$ cat config.mk
export PLATFORM = sky130hd
export DESIGN_NAME = id_ex_stage_flat
export DESIGN_NICKNAME = d
export VERILOG_FILES = /design/src/rtl/id_ex_stage_pkg.sv /design/src/rtl/id_ex_stage_if.sv /design/src/rtl/id_ex_stage_hazard_detect.sv /design/src/rtl/id_ex_stage.sv /design/src/flat_wrapper.sv
export SDC_FILE = /design/constraint.sdc
export NUM_CORES = 1
export LEC_CHECK = 0
export BUFFER_PORTS_ARGS = -buffer_cell sky130_fd_sc_hd__buf_2
export CORE_MARGIN = 4
export CORE_UTILIZATION = 30
export CTS_CLUSTER_SIZE = 28
export DETAILED_ROUTE_END_ITERATION = 16
export HOLD_SLACK_MARGIN = 0.05
export SYNTH_ARGS = -nofsm -noshare
export SYNTH_HDL_FRONTEND = slang
export SYNTH_HIERARCHICAL = 1
export SYNTH_SLANG_ARGS = --single-unit
$ cat constraint.sdc
create_clock -name clk -period 4.8 [get_ports clk]
set_input_delay 0.24 -clock clk [delete_from_list [all_inputs] [get_ports clk]]
set_output_delay 0.24 -clock clk [all_outputs]
set_load 0.01 [all_outputs]
$ cat src/rtl/id_ex_stage_pkg.sv
// Shared pipeline types: control bundle, ALU op encoding, bubble constant.
package pipe_pkg;

    localparam int XLEN_DEF = 32;

    typedef enum logic [3:0] {
        ALU_ADD  = 4'd0,
        ALU_SUB  = 4'd1,
        ALU_AND  = 4'd2,
        ALU_OR   = 4'd3,
        ALU_XOR  = 4'd4,
        ALU_SLL  = 4'd5,
        ALU_SRL  = 4'd6,
        ALU_SRA  = 4'd7,
        ALU_SLT  = 4'd8,
        ALU_SLTU = 4'd9,
        ALU_LUI  = 4'd10,
        ALU_PASS = 4'd11
    } alu_op_e;

    typedef struct packed {
        logic    regWrite;
        logic    memRead;
        logic    memWrite;
        logic    memToReg;
        logic    aluSrc;
        logic    branch;
        logic    jump;
        alu_op_e aluOp;
    } ctrl_t;

    localparam ctrl_t BUBBLE_CTRL = ctrl_t'(11'd0);

endpackage

$ cat src/rtl/id_ex_stage_if.sv
// ID->EX bus: decoded instruction in, registered copy and stall out.
interface id_ex_stage_if
    import pipe_pkg::*;
#(
    parameter int XLEN = XLEN_DEF
);
    logic            id_valid_i;
    logic [XLEN-1:0] id_pc_i;
    logic [XLEN-1:0] id_rs1_data_i;
    logic [XLEN-1:0] id_rs2_data_i;
    logic [XLEN-1:0] id_imm_i;
    logic [4:0]      id_rs1_i;
    logic [4:0]      id_rs2_i;
    logic [4:0]      id_rd_i;
    ctrl_t           id_ctrl_i;

    logic            ex_valid_o;
    logic [XLEN-1:0] ex_pc_o;
    logic [XLEN-1:0] ex_rs1_data_o;
    logic [XLEN-1:0] ex_rs2_data_o;
    logic [XLEN-1:0] ex_imm_o;
    logic [4:0]      ex_rs1_o;
    logic [4:0]      ex_rs2_o;
    logic [4:0]      ex_rd_o;
    ctrl_t           ex_ctrl_o;
    logic            load_use_stall_o;

    modport slave (
        input  id_valid_i, id_pc_i, id_rs1_data_i, id_rs2_data_i,
        input  id_imm_i, id_rs1_i, id_rs2_i, id_rd_i, id_ctrl_i,
        output ex_valid_o, ex_pc_o, ex_rs1_data_o, ex_rs2_data_o,
        output ex_imm_o, ex_rs1_o, ex_rs2_o, ex_rd_o, ex_ctrl_o,
        output load_use_stall_o
    );

    modport master (
        output id_valid_i, id_pc_i, id_rs1_data_i, id_rs2_data_i,
        output id_imm_i, id_rs1_i, id_rs2_i, id_rd_i, id_ctrl_i,
        input  ex_valid_o, ex_pc_o, ex_rs1_data_o, ex_rs2_data_o,
        input  ex_imm_o, ex_rs1_o, ex_rs2_o, ex_rd_o, ex_ctrl_o,
        input  load_use_stall_o
    );

endinterface

$ cat src/rtl/id_ex_stage_hazard_detect.sv
// Load-use hazard: a load in EX whose rd feeds a source of the ID instruction.
module hazard_detect (
    input  logic       ex_valid_i,
    input  logic       ex_mem_read_i,
    input  logic [4:0] ex_rd_i,
    input  logic [4:0] id_rs1_i,
    input  logic [4:0] id_rs2_i,
    output logic       load_use_o
);

    always_comb begin
        load_use_o = ex_valid_i && ex_mem_read_i && (ex_rd_i != 5'd0) &&
                     ((ex_rd_i == id_rs1_i) || (ex_rd_i == id_rs2_i));
    end

endmodule

$ cat src/rtl/id_ex_stage.sv
// ID/EX pipeline register with load-use bubble insertion, flush and hold.
// Define ID_EX_PERF_EN to add saturating stall/flush event counters.
module id_ex_stage
    import pipe_pkg::*;
#(
    parameter int XLEN = XLEN_DEF
) (
    input  logic         clk,
    input  logic         rst_n,
    input  logic         flush_i,
    input  logic         hold_i,
`ifdef ID_EX_PERF_EN
    output logic [31:0]  stall_cnt_o,
    output logic [31:0]  flush_cnt_o,
`endif
    id_ex_stage_if.slave bus
);

    logic            valid_q, valid_d;
    logic [XLEN-1:0] pc_q, pc_d;
    logic [XLEN-1:0] rs1d_q, rs1d_d;
    logic [XLEN-1:0] rs2d_q, rs2d_d;
    logic [XLEN-1:0] imm_q, imm_d;
    logic [4:0]      rs1_q, rs1_d;
    logic [4:0]      rs2_q, rs2_d;
    logic [4:0]      rd_q, rd_d;
    ctrl_t           ctrl_q, ctrl_d;
    logic            load_use;
    logic            stall;
    logic            bubble;

    hazard_detect u_hazard (
        .ex_valid_i    (valid_q),
        .ex_mem_read_i (ctrl_q.memRead),
        .ex_rd_i       (rd_q),
        .id_rs1_i      (bus.id_rs1_i),
        .id_rs2_i      (bus.id_rs2_i),
        .load_use_o    (load_use)
    );

    assign stall  = load_use && bus.id_valid_i && !flush_i && !hold_i;
    assign bubble = flush_i || (!hold_i && (stall || !bus.id_valid_i));

    always_comb begin
        valid_d = valid_q;
        pc_d    = pc_q;
        rs1d_d  = rs1d_q;
        rs2d_d  = rs2d_q;
        imm_d   = imm_q;
        rs1_d   = rs1_q;
        rs2_d   = rs2_q;
        rd_d    = rd_q;
        ctrl_d  = ctrl_q;
        // A bubble only kills identity and control; data lanes keep their value.
        if (bubble) begin
            valid_d = 1'b0;
            ctrl_d  = BUBBLE_CTRL;
            rs1_d   = 5'd0;
            rs2_d   = 5'd0;
            rd_d    = 5'd0;
        end else if (!hold_i) begin
            valid_d = 1'b1;
            pc_d    = bus.id_pc_i;
            rs1d_d  = bus.id_rs1_data_i;
            rs2d_d  = bus.id_rs2_data_i;
            imm_d   = bus.id_imm_i;
            rs1_d   = bus.id_rs1_i;
            rs2_d   = bus.id_rs2_i;
            rd_d    = bus.id_rd_i;
            ctrl_d  = bus.id_ctrl_i;
        end
    end

    always_ff @(posedge clk) begin
        if (!rst_n) begin
            valid_q <= 1'b0;
            pc_q    <= '0;
            rs1d_q  <= '0;
            rs2d_q  <= '0;
            imm_q   <= '0;
            rs1_q   <= 5'd0;
            rs2_q   <= 5'd0;
            rd_q    <= 5'd0;
            ctrl_q  <= BUBBLE_CTRL;
        end else begin
            valid_q <= valid_d;
            pc_q    <= pc_d;
            rs1d_q  <= rs1d_d;
            rs2d_q  <= rs2d_d;
            imm_q   <= imm_d;
            rs1_q   <= rs1_d;
            rs2_q   <= rs2_d;
            rd_q    <= rd_d;
            ctrl_q  <= ctrl_d;
        end
    end

    assign bus.ex_valid_o       = valid_q;
    assign bus.ex_pc_o          = pc_q;
    assign bus.ex_rs1_data_o    = rs1d_q;
    assign bus.ex_rs2_data_o    = rs2d_q;
    assign bus.ex_imm_o         = imm_q;
    assign bus.ex_rs1_o         = rs1_q;
    assign bus.ex_rs2_o         = rs2_q;
    assign bus.ex_rd_o          = rd_q;
    assign bus.ex_ctrl_o        = ctrl_q;
    assign bus.load_use_stall_o = stall;

`ifdef ID_EX_PERF_EN
    logic [31:0] stall_cnt_q, stall_cnt_d;
    logic [31:0] flush_cnt_q, flush_cnt_d;

    always_comb begin
        stall_cnt_d = stall_cnt_q;
        flush_cnt_d = flush_cnt_q;
        if (stall && stall_cnt_q != 32'hFFFF_FFFF) begin
            stall_cnt_d = stall_cnt_q + 32'd1;
        end
        if (flush_i && !hold_i && flush_cnt_q != 32'hFFFF_FFFF) begin
            flush_cnt_d = flush_cnt_q + 32'd1;
        end
    end

    always_ff @(posedge clk) begin
        if (!rst_n) begin
            stall_cnt_q <= '0;
            flush_cnt_q <= '0;
        end else begin
            stall_cnt_q <= stall_cnt_d;
            flush_cnt_q <= flush_cnt_d;
        end
    end

    assign stall_cnt_o = stall_cnt_q;
    assign flush_cnt_o = flush_cnt_q;
`endif

endmodule

$ cat src/flat_wrapper.sv
// flat-port wrapper written by rule: the top's interface ports become plain ports
module id_ex_stage_flat import pipe_pkg::*;
#(
    parameter int XLEN = XLEN_DEF
)
  (clk, rst_n, flush_i, hold_i, bus_id_valid_i, bus_id_pc_i, bus_id_rs1_data_i, bus_id_rs2_data_i, bus_id_imm_i, bus_id_rs1_i, bus_id_rs2_i, bus_id_rd_i, bus_id_ctrl_i, bus_ex_valid_o, bus_ex_pc_o, bus_ex_rs1_data_o, bus_ex_rs2_data_o, bus_ex_imm_o, bus_ex_rs1_o, bus_ex_rs2_o, bus_ex_rd_o, bus_ex_ctrl_o, bus_load_use_stall_o);
  id_ex_stage_if #(.XLEN(XLEN)) bus_i ();
  input  logic clk;
  input  logic rst_n;
  input  logic flush_i;
  input  logic hold_i;
  input wire logic [$bits(bus_i.id_valid_i)-1:0] bus_id_valid_i;
  input wire logic [$bits(bus_i.id_pc_i)-1:0] bus_id_pc_i;
  input wire logic [$bits(bus_i.id_rs1_data_i)-1:0] bus_id_rs1_data_i;
  input wire logic [$bits(bus_i.id_rs2_data_i)-1:0] bus_id_rs2_data_i;
  input wire logic [$bits(bus_i.id_imm_i)-1:0] bus_id_imm_i;
  input wire logic [$bits(bus_i.id_rs1_i)-1:0] bus_id_rs1_i;
  input wire logic [$bits(bus_i.id_rs2_i)-1:0] bus_id_rs2_i;
  input wire logic [$bits(bus_i.id_rd_i)-1:0] bus_id_rd_i;
  input wire logic [$bits(bus_i.id_ctrl_i)-1:0] bus_id_ctrl_i;
  output wire logic [$bits(bus_i.ex_valid_o)-1:0] bus_ex_valid_o;
  output wire logic [$bits(bus_i.ex_pc_o)-1:0] bus_ex_pc_o;
  output wire logic [$bits(bus_i.ex_rs1_data_o)-1:0] bus_ex_rs1_data_o;
  output wire logic [$bits(bus_i.ex_rs2_data_o)-1:0] bus_ex_rs2_data_o;
  output wire logic [$bits(bus_i.ex_imm_o)-1:0] bus_ex_imm_o;
  output wire logic [$bits(bus_i.ex_rs1_o)-1:0] bus_ex_rs1_o;
  output wire logic [$bits(bus_i.ex_rs2_o)-1:0] bus_ex_rs2_o;
  output wire logic [$bits(bus_i.ex_rd_o)-1:0] bus_ex_rd_o;
  output wire logic [$bits(bus_i.ex_ctrl_o)-1:0] bus_ex_ctrl_o;
  output wire logic [$bits(bus_i.load_use_stall_o)-1:0] bus_load_use_stall_o;
  assign bus_i.id_valid_i = bus_id_valid_i;
  assign bus_i.id_pc_i = bus_id_pc_i;
  assign bus_i.id_rs1_data_i = bus_id_rs1_data_i;
  assign bus_i.id_rs2_data_i = bus_id_rs2_data_i;
  assign bus_i.id_imm_i = bus_id_imm_i;
  assign bus_i.id_rs1_i = bus_id_rs1_i;
  assign bus_i.id_rs2_i = bus_id_rs2_i;
  assign bus_i.id_rd_i = bus_id_rd_i;
  assign bus_i.id_ctrl_i = bus_id_ctrl_i;
  assign bus_ex_valid_o = bus_i.ex_valid_o;
  assign bus_ex_pc_o = bus_i.ex_pc_o;
  assign bus_ex_rs1_data_o = bus_i.ex_rs1_data_o;
  assign bus_ex_rs2_data_o = bus_i.ex_rs2_data_o;
  assign bus_ex_imm_o = bus_i.ex_imm_o;
  assign bus_ex_rs1_o = bus_i.ex_rs1_o;
  assign bus_ex_rs2_o = bus_i.ex_rs2_o;
  assign bus_ex_rd_o = bus_i.ex_rd_o;
  assign bus_ex_ctrl_o = bus_i.ex_ctrl_o;
  assign bus_load_use_stall_o = bus_i.load_use_stall_o;
  id_ex_stage #(.XLEN(XLEN)) u_core (.clk(clk), .rst_n(rst_n), .flush_i(flush_i), .hold_i(hold_i), .bus(bus_i));
endmodule
* Word level (Yosys, flattened, before mapping) *
Cells that the tools add are included.

storage, ports and cells
  logic and storage cells = 37
  bits of input ports = 159
  flip-flop bits (word level) = 155

cells by class
  reductions and logical operators = 16
  bitwise operators = 3
  equal/unequal tests = 2

operators by type and width
  kind                 number
  == test 5 bit        2
  logical AND 1 bit    7
  nonzero test 5 bit   1
  logical NOT 1 bit    3
  logical OR 1 bit     3
  inverter 1 bit       3
  AND reduction 2 bit  1
  OR reduction 2 bit   1

* Longest topological paths before layout *
Gate-level depths: netlist (run 1).

  depth after elaboration = 11
  mapped depth = 8
  depth with buffers taken out = 6

* Hierarchy *
The synthesis (run 1) kept the hierarchy.

modules (own cells, without submodules)
  module         sequential area each (um2)  times used  cells each  area an instance (um2)
  id_ex_stage    3103.0                      1           653         6317.3
  hazard_detect  0.0                         1           17          132.6

* Worst setup path after synthesis (run 1) *
Ideal clock, no wire load.

  path type = reg-to-reg
  from = reg u_core.rd_q[3], in the netlist u_core/bus.ex_rd_o[3]
  to = reg u_core.pc_q[0], in the netlist u_core/bus.ex_pc_o[0]
  data arrival time = 1.957 ns
  period minus slack after synthesis = 2.028 ns
  path slack = 2.772 ns
  data required time = 4.728 ns
  stages on the path, launching flop included = 8
  cells stage by stage = dfxtp_1 > or4_1 > o211ai_2 > a21oi_1 > nor4b_4 > buf_6 > buf_12 > mux2i_1

between the ends
  word-level cells in the longest chain between the ends = 11
  elaborated cells between the ends (all ways) = 14
  those cells by class = 2 x eq/ne; 1 x bitwise; 11 x reduce/logical

ends and longest elaborated chain
  item                                                          RTL line                                                          source
  from (decl)                                                   id_ex_stage.sv:26                                                 logic [4:0] rd_q, rd_d;
  from (signal assigned)                                        id_ex_stage.sv:93                                                 rd_q <= rd_d;
  == test 5 bit / nonzero test 5 bit (equally long branches)    id_ex_stage_hazard_detect.sv:13, id_ex_stage_hazard_detect.sv:12
  logical OR 1 bit / logical AND 1 bit (equally long branches)  id_ex_stage_hazard_detect.sv:13, id_ex_stage_hazard_detect.sv:12
  logical AND 1 bit (*)                                         id_ex_stage_hazard_detect.sv:12                                   load_use_o = ex_valid_i && ex_mem_read_i && (ex_rd_i != 5'd0) &&
  net u_core.load_use                                           id_ex_stage.sv:28                                                 logic load_use;
  logical AND 1 bit (*) (3 in a row)                            id_ex_stage.sv:41                                                 assign stall = load_use && bus.id_valid_i && !flush_i && !hold_i;
  logical OR 1 bit (*)                                          id_ex_stage.sv:42                                                 assign bubble = flush_i || (!hold_i && (stall || !bus.id_valid_i));
  logical AND 1 bit (*)                                         id_ex_stage.sv:42
  logical OR 1 bit (*)                                          id_ex_stage.sv:42
  inverter 1 bit (no line) (*)                                  n/a
  AND reduction 2 bit (no line) (*)                             n/a
  to (signal assigned)                                          id_ex_stage.sv:87                                                 pc_q <= pc_d;
  to (decl)                                                     id_ex_stage.sv:20                                                 logic [XLEN-1:0] pc_q, pc_d;

The timed path passes the listed nets; every way through them passes the cells marked *.
A chain may end at the register's enable or synchronous reset.

* Worst setup path in the final report (run 1) *
  from = reg u_core.rd_q[3], in the netlist u_core/bus.ex_rd_o[3]
  to = reg u_core.rs1d_q[11], in the netlist u_core/bus.ex_rs1_data_o[11]

between the ends
  word-level cells in the longest chain between the ends = 11
  elaborated cells between the ends (all ways) = 14
  those cells by class = 2 x eq/ne; 1 x bitwise; 11 x reduce/logical

ends and longest elaborated chain
  item                                                          RTL line                                                          source
  == test 5 bit / nonzero test 5 bit (equally long branches)    id_ex_stage_hazard_detect.sv:13, id_ex_stage_hazard_detect.sv:12
  logical OR 1 bit / logical AND 1 bit (equally long branches)  id_ex_stage_hazard_detect.sv:13, id_ex_stage_hazard_detect.sv:12
  logical AND 1 bit (*)                                         id_ex_stage_hazard_detect.sv:12
  net u_core.load_use                                           id_ex_stage.sv:28
  logical AND 1 bit (*) (3 in a row)                            id_ex_stage.sv:41
  logical OR 1 bit (*)                                          id_ex_stage.sv:42
  logical AND 1 bit (*)                                         id_ex_stage.sv:42
  logical OR 1 bit (*)                                          id_ex_stage.sv:42
  inverter 1 bit (no line) (*)                                  n/a
  AND reduction 2 bit (no line) (*)                             n/a
  to (signal assigned)                                          id_ex_stage.sv:88                                                 rs1d_q <= rs1d_d;
  to (decl)                                                     id_ex_stage.sv:21                                                 logic [XLEN-1:0] rs1d_q, rs1d_d;

Marked as above.

==> summary.txt, run 1 <==
status = finished clean
first-pass iteration count of the detailed router = 4
worst slew pin tran = 1.09 ns
share of cells above drive strength 1 = 34.4%
CTS max path bufs = 2
RSZ-0062 raised after global routing = false
clk slew on worst S/H paths = 0.06 ns
Die X-Extent = 155 µm
max-slew violations = 0
Vert. Die Dim = 155 µm
WS Path Type = register to register
Mapped Cells = 670
PwrDens = 333 nW/µm²
antenna cells = 0
die area = 23900 µm²
Final ANT Viol Nets = 0
Post-Route WL = 17600 µm
row count = 53
Post-Syn Nets = 829
Hold WC Path Type = primary input to register
Num CTS Buffers = 17
overall routing resource usage = 14.1%
yosys warns = 6
syn avg cell area = 9.63 µm²
Post-Syn Area = 6450 µm²
Max Cap Viol = 0
total vias in the final route = 5654
minimum clock period = 2.74 ns
core area = 21100 µm²
Fmax = 365 MHz
Worst Path Arrival = 3.07 ns
relative slew slack = 27.6%
Final period util = 57.1%
Routability Congestion = 0.781
Nets = 1170
Reg2Reg Setup Slack = 2.06 ns
synth unique cells = 21
PortBufs = 314
DP HPWL = 12000 µm
Worst Slack Setup Final = 2.06 ns
Clock Sinks = 155
first-pass GRT wire length = 28000 µm
CTS root buf = clkbuf_16
DR WL/cell = 13.6 µm
initial antenna violation count = 0
Area Growth Syn to Fin = 41.6%
Final Skew = 0.0149 ns
Starting DRT DRC Count = 276
Max VDD drop = 0.189 mV
worst skew pair latency = 0.42 ns
Initial Util = 30.6%
Worst EP required = 5.13 ns
H-Tree Depth = 4
number of global-route vias before repair = 5585
most common cell after layout, fill and taps aside = buf_2
largest net degree at the start of global routing = 101
DRC = 0
# setup viols final = 0
routed vias/inst = 4.35
register bit count reported by yosys = 155
register area share after synthesis = 48.1%
Hold Fails Final Rpt = 0
crit path capture type = register
setup TNS = 0 ns
IO Pins = 315
startpoint types = register
critical path peak fanout = 61
gr ovfl total = 0
Placement Setup Slack = 2.09 ns
LEAKAGE = 4.27 nW
TritonCTS clock tree = yes
most frequent cells in the layout = buf_2, nand2_1, dfxtp_1, mux2i_1, dlygate4sd3_1
## worst max-delay path, stage by stage, from the launching register on
cell,delay [ns]
dfxtp_1,0.36
or4_1,0.55
o211ai_2,0.15
a21oi_1,0.11
nor4b_4,0.31
buf_4,0.82
mux2i_1,0.27
## state kept, by name (all words and copies together) (netlist names)
register / count
u_core/bus.ex_ctrl_o: 11
u_core/bus.ex_rs1_data_o: 32
u_core/bus.ex_rs2_o: 5
u_core/bus.ex_pc_o: 32
u_core/bus.ex_imm_o: 32
u_core/bus.ex_rd_o: 5
u_core/bus.ex_valid_o: 1
u_core/bus.ex_rs2_data_o: 32
u_core/bus.ex_rs1_o: 5
## layer usage
layer	global-route usage, %	vias to the layer above	share of wire [%]
met2	23.6	201	48
met1	17.2	2525	42
met4	5.59	0	2.6
li1	-	2893	-
met5	0	-	0
met3	3.95	35	6.6
## timing repair
action,CTS,global route
resized for setup,0,0
hold endpoints to repair,58,0
hold buffers,58,0
endpoints found under the setup margin,0,0
setup buffers,0,0
## cell type report
| class | count | area, µm² |
|---|---|---|
| Tap cell | 275 | 344 |
| Timing Repair Buffer | 376 | 2200 |
| Multi-Input combinational cell | 460 | 2890 |
| Clock inverter | 12 | 128 |
| Sequential cell | 155 | 3100 |
| Clock buffer | 20 | 467 |
| Inverter | 1 | 3.75 |
| Fill cell | 2084 | 12000 |
## worst paths after layout
| kind | cells after the start | end | from |
|---|---|---|---|
| worst min-delay path | 3 | u_core/bus.ex_rs2_data_o[11] | bus_id_rs2_data_i[11] |
| worst min register to register | 2 | u_core/bus.ex_pc_o[7] | u_core/bus.ex_pc_o[7] |
| worst max-delay path | 6 | u_core/bus.ex_rs1_data_o[11] | u_core/bus.ex_rd_o[3] |
| worst max register to register | 6 | u_core/bus.ex_rs1_data_o[11] | u_core/bus.ex_rd_o[3] |
## synth_stat cells
cell type	instances	area share [%]
nand2_1	257	15
dfxtp_1	155	48
mux2i_1	154	24
a211oi_1	27	3.1
clkbuf_1	20	1.2
buf_12	13	4.0
buf_2	11	0.85
buf_1	6	0.35
xor2_1	6	0.81
xnor2_1	4	0.54
buf_6	3	0.52
nor3_1	3	0.23
nand2b_1	2	0.19
nand3_1	2	0.16
a21oi_1	1	0.078
buf_4	1	0.12
clkinv_1	1	0.058
nor2b_1	1	0.097
nor4b_4	1	0.37
o211ai_2	1	0.19
or4_1	1	0.12
## metrics by stage
stage                     hold slack, ns  total power (W)  std cells  instance area, µm²  util [%]
final                             0.0725          0.00304       1299                9140      43.3
after global routing              0.0541          0.00317       1299                9140      43.3
after CTS                         0.0502          0.00309       1299                9140      43.3
after detailed placement           0.444          0.00169       1209                7960      37.7
after global placement             0.438          0.00168       1209                7960      37.7
after floorplan                    0.382          0.00157        670                6450         -
## logic make-up (layout without fill, tap and decap cells)
family	after synthesis	in the layout	share of synthesized area, %
mux	154	154	23.9
flops	155	155	48.1
simple gates	267	267	16.1
xor+xnor	10	10	1.36
buf+inv	55	409	7.10
compound gates	29	29	3.41
## power breakdown
group | internal (W) | switching (W) | total, W
combinational | 0.000168 | 0.000172 | 0.000340
clock | 0.000771 | 0.000576 | 0.00135
sequential | 0.00133 | 0.0000218 | 0.00135
Note: power is estimated with default switching activity, not from simulation.
==> inputs of run 2 (changes only) <==
==> constraint.sdc (replaced) <==
create_clock -name clk -period 2.29 [get_ports clk]
set_input_delay 0.1145 -clock clk [delete_from_list [all_inputs] [get_ports clk]]
set_output_delay 0.1145 -clock clk [all_outputs]
set_load 0.01 [all_outputs]
==> run 2 against run 1 <==
Effect of this change: sequential cell count did not move; sequential share of layout area fell by 3.8 points; clock power rose by 110%; non-clock buffer count rose by 111; maximum frequency rose by 25%; wire length rose by 12%; combinational power rose to 2.6 times the previous value; utilization rose by 5.5 points; cell area rose by 13%; setup slack got worse by 2.0 ns; clock skew fell by 0.0059 ns; largest cell class is now buffers.
==> summary.txt, run 2 (synthesis gave the netlist of run 1 again) <==
Die X-Extent = 155 µm
Final Skew = 0.00903 ns
clk slew on worst S/H paths = 0.07 ns
row count = 53
Initial Util = 30.6%
# setup viols final = 0
first-pass iteration count of the detailed router = 5
overall routing resource usage = 15.6%
DP HPWL = 12500 µm
total vias in the final route = 6142
status = finished clean
max-slew violations = 0
most frequent cells in the layout = buf_2, nand2_1, dfxtp_1, dlygate4sd3_1, mux2i_1
DRC = 0
LEAKAGE = 4.78 nW
relative slew slack = 26.9%
PwrDens = 632 nW/µm²
CP max-delay cell = or4_1
global routing usage on met3 = 4.48%
Hold Fails Final Rpt = 0
CP Buf/Inv Count = 2
TritonCTS clock tree = yes
die area = 23900 µm²
number of global-route vias before repair = 6277
core area = 21100 µm²
largest net degree at the start of global routing = 134
GRT busiest layer = met2
Final period util = 95.7%
Area Growth Syn to Fin = 59.5%
worst slew pin tran = 1.10 ns
FILL cells = 1927
H-Tree Depth = 4
Clock Sinks = 155
crit path cell chain = or4_1, o211ai_2, a21oi_2, nor4b_4, buf_6, buf_12, mux2i_1
routed vias/inst = 4.37
Worst EP required = 2.62 ns
Reg2Reg Setup Slack = 0.1 ns
critical path peak fanout = 23
startpoint types = register
worst skew pair latency = 0.42 ns
DR WL/cell = 14.0 µm
GRT met1 Usage = 17.8%
Max VDD drop = 0.415 mV
Worst Path Arrival = 2.53 ns
CP peak stage delay = 0.49 ns
Vert. Die Dim = 155 µm
Post-Route WL = 19700 µm
gr ovfl total = 0
initial antenna violation count = 0
antenna cells = 0
met2 Use GR = 26.4%
CP delay by family, top = simple AND/OR/NAND/NOR gates
Nets = 1281
RSZ-0062 raised after global routing = true
Final ANT Viol Nets = 0
share of cells above drive strength 1 = 32.2%
Hold WC Path Type = primary input to register
most common cell after layout, fill and taps aside = buf_2
crit path capture type = register
Fmax = 456 MHz
CTS max path bufs = 2
WS Path Type = register to register
PortBufs = 314
Starting DRT DRC Count = 303
CTS root buf = clkbuf_16
Total Power = 0.00650 W
Routability Congestion = 0.797
WHS = 0.167 ns
Num CTS Buffers = 17
minimum clock period = 2.19 ns
IO Pins = 315
first-pass GRT wire length = 30900 µm
Max Cap Viol = 0
run 2: cell types whose count changed in the layout (fill, tap and decap cells not counted), sizes merged:
| cell | before | now |
|---|---|---|
| clkbuf | 20 | 21 |
| clkinvlp | 3 | 2 |
| buf | 318 | 331 |
| bufinv | 1 | 2 |
| clkinv | 4 | 6 |
| dlygate4sd3 | 58 | 154 |
| inv | 5 | 1 |
run 2: report_power, final:
part | switching (W) | internal (W) | total, W
combinational | 0.000400 | 0.000483 | 0.000883
clock | 0.00113 | 0.00165 | 0.00278
sequential | 0.0000458 | 0.00279 | 0.00283
run 2: tightest hold or removal path, cell delays in order:
cell and delay [ns]:
buf_2 0.11, nand2b_1 0.08, buf_4 0.15, a211oi_1 0.07
run 2: per-layer routing:
| layer | vias up | share of wire [%] |
|---|---|---|
| met5 | - | 0 |
| met4 | 0 | 4.0 |
| met3 | 59 | 6.7 |
| met2 | 226 | 49 |
| met1 | 2739 | 40 |
| li1 | 3118 | - |
run 2: path summary, 6_finish.rpt:
check                                             from                 endpoint  depth (start not counted)
worst max-delay path             u_core/bus.ex_rd_o[0]  u_core/bus.ex_imm_o[30]                          7
worst min-delay path                    bus_id_valid_i   u_core/bus.ex_rs1_o[1]                          4
worst max register to register   u_core/bus.ex_rd_o[0]  u_core/bus.ex_imm_o[30]                          7
worst min register to register  u_core/bus.ex_pc_o[27]   u_core/bus.ex_pc_o[27]                          2
run 2: what timing repair did:
item                                    in CTS  in global routing
resized for setup                            0                  7
hold endpoints to repair                   154                  0
buffers inserted                             0                  1
endpoints found under the setup margin       0                 90
hold buffers                               154                  0
run 2: area by class of cell:
cell class	count	area [µm²]	share of cell area [%]
inverter	1	3.75	0.0365
sequential	155	3100	30.2
clock inverter	10	120	1.17
tap	275	344	3.34
timing repair buffer	487	3370	32.8
clock buffer	19	453	4.40
multi-input combinational	460	2890	28.1
run 2: through the flow:
step	cells	TNS, ns	cell area [µm²]	util, %	setup WS [ns]
6_report	1407	0	10300	48.8	0.0989
4_1_cts	1404	0	10200	48.4	0.0263
5_1_grt	1407	-0.0438	10300	48.8	-0.0316
3_5_place_dp	1221	0	8100	38.4	0.0758
3_3_place_gp	1221	0	8100	38.4	0.153
2_1_floorplan	670	0	6450	-	0.262
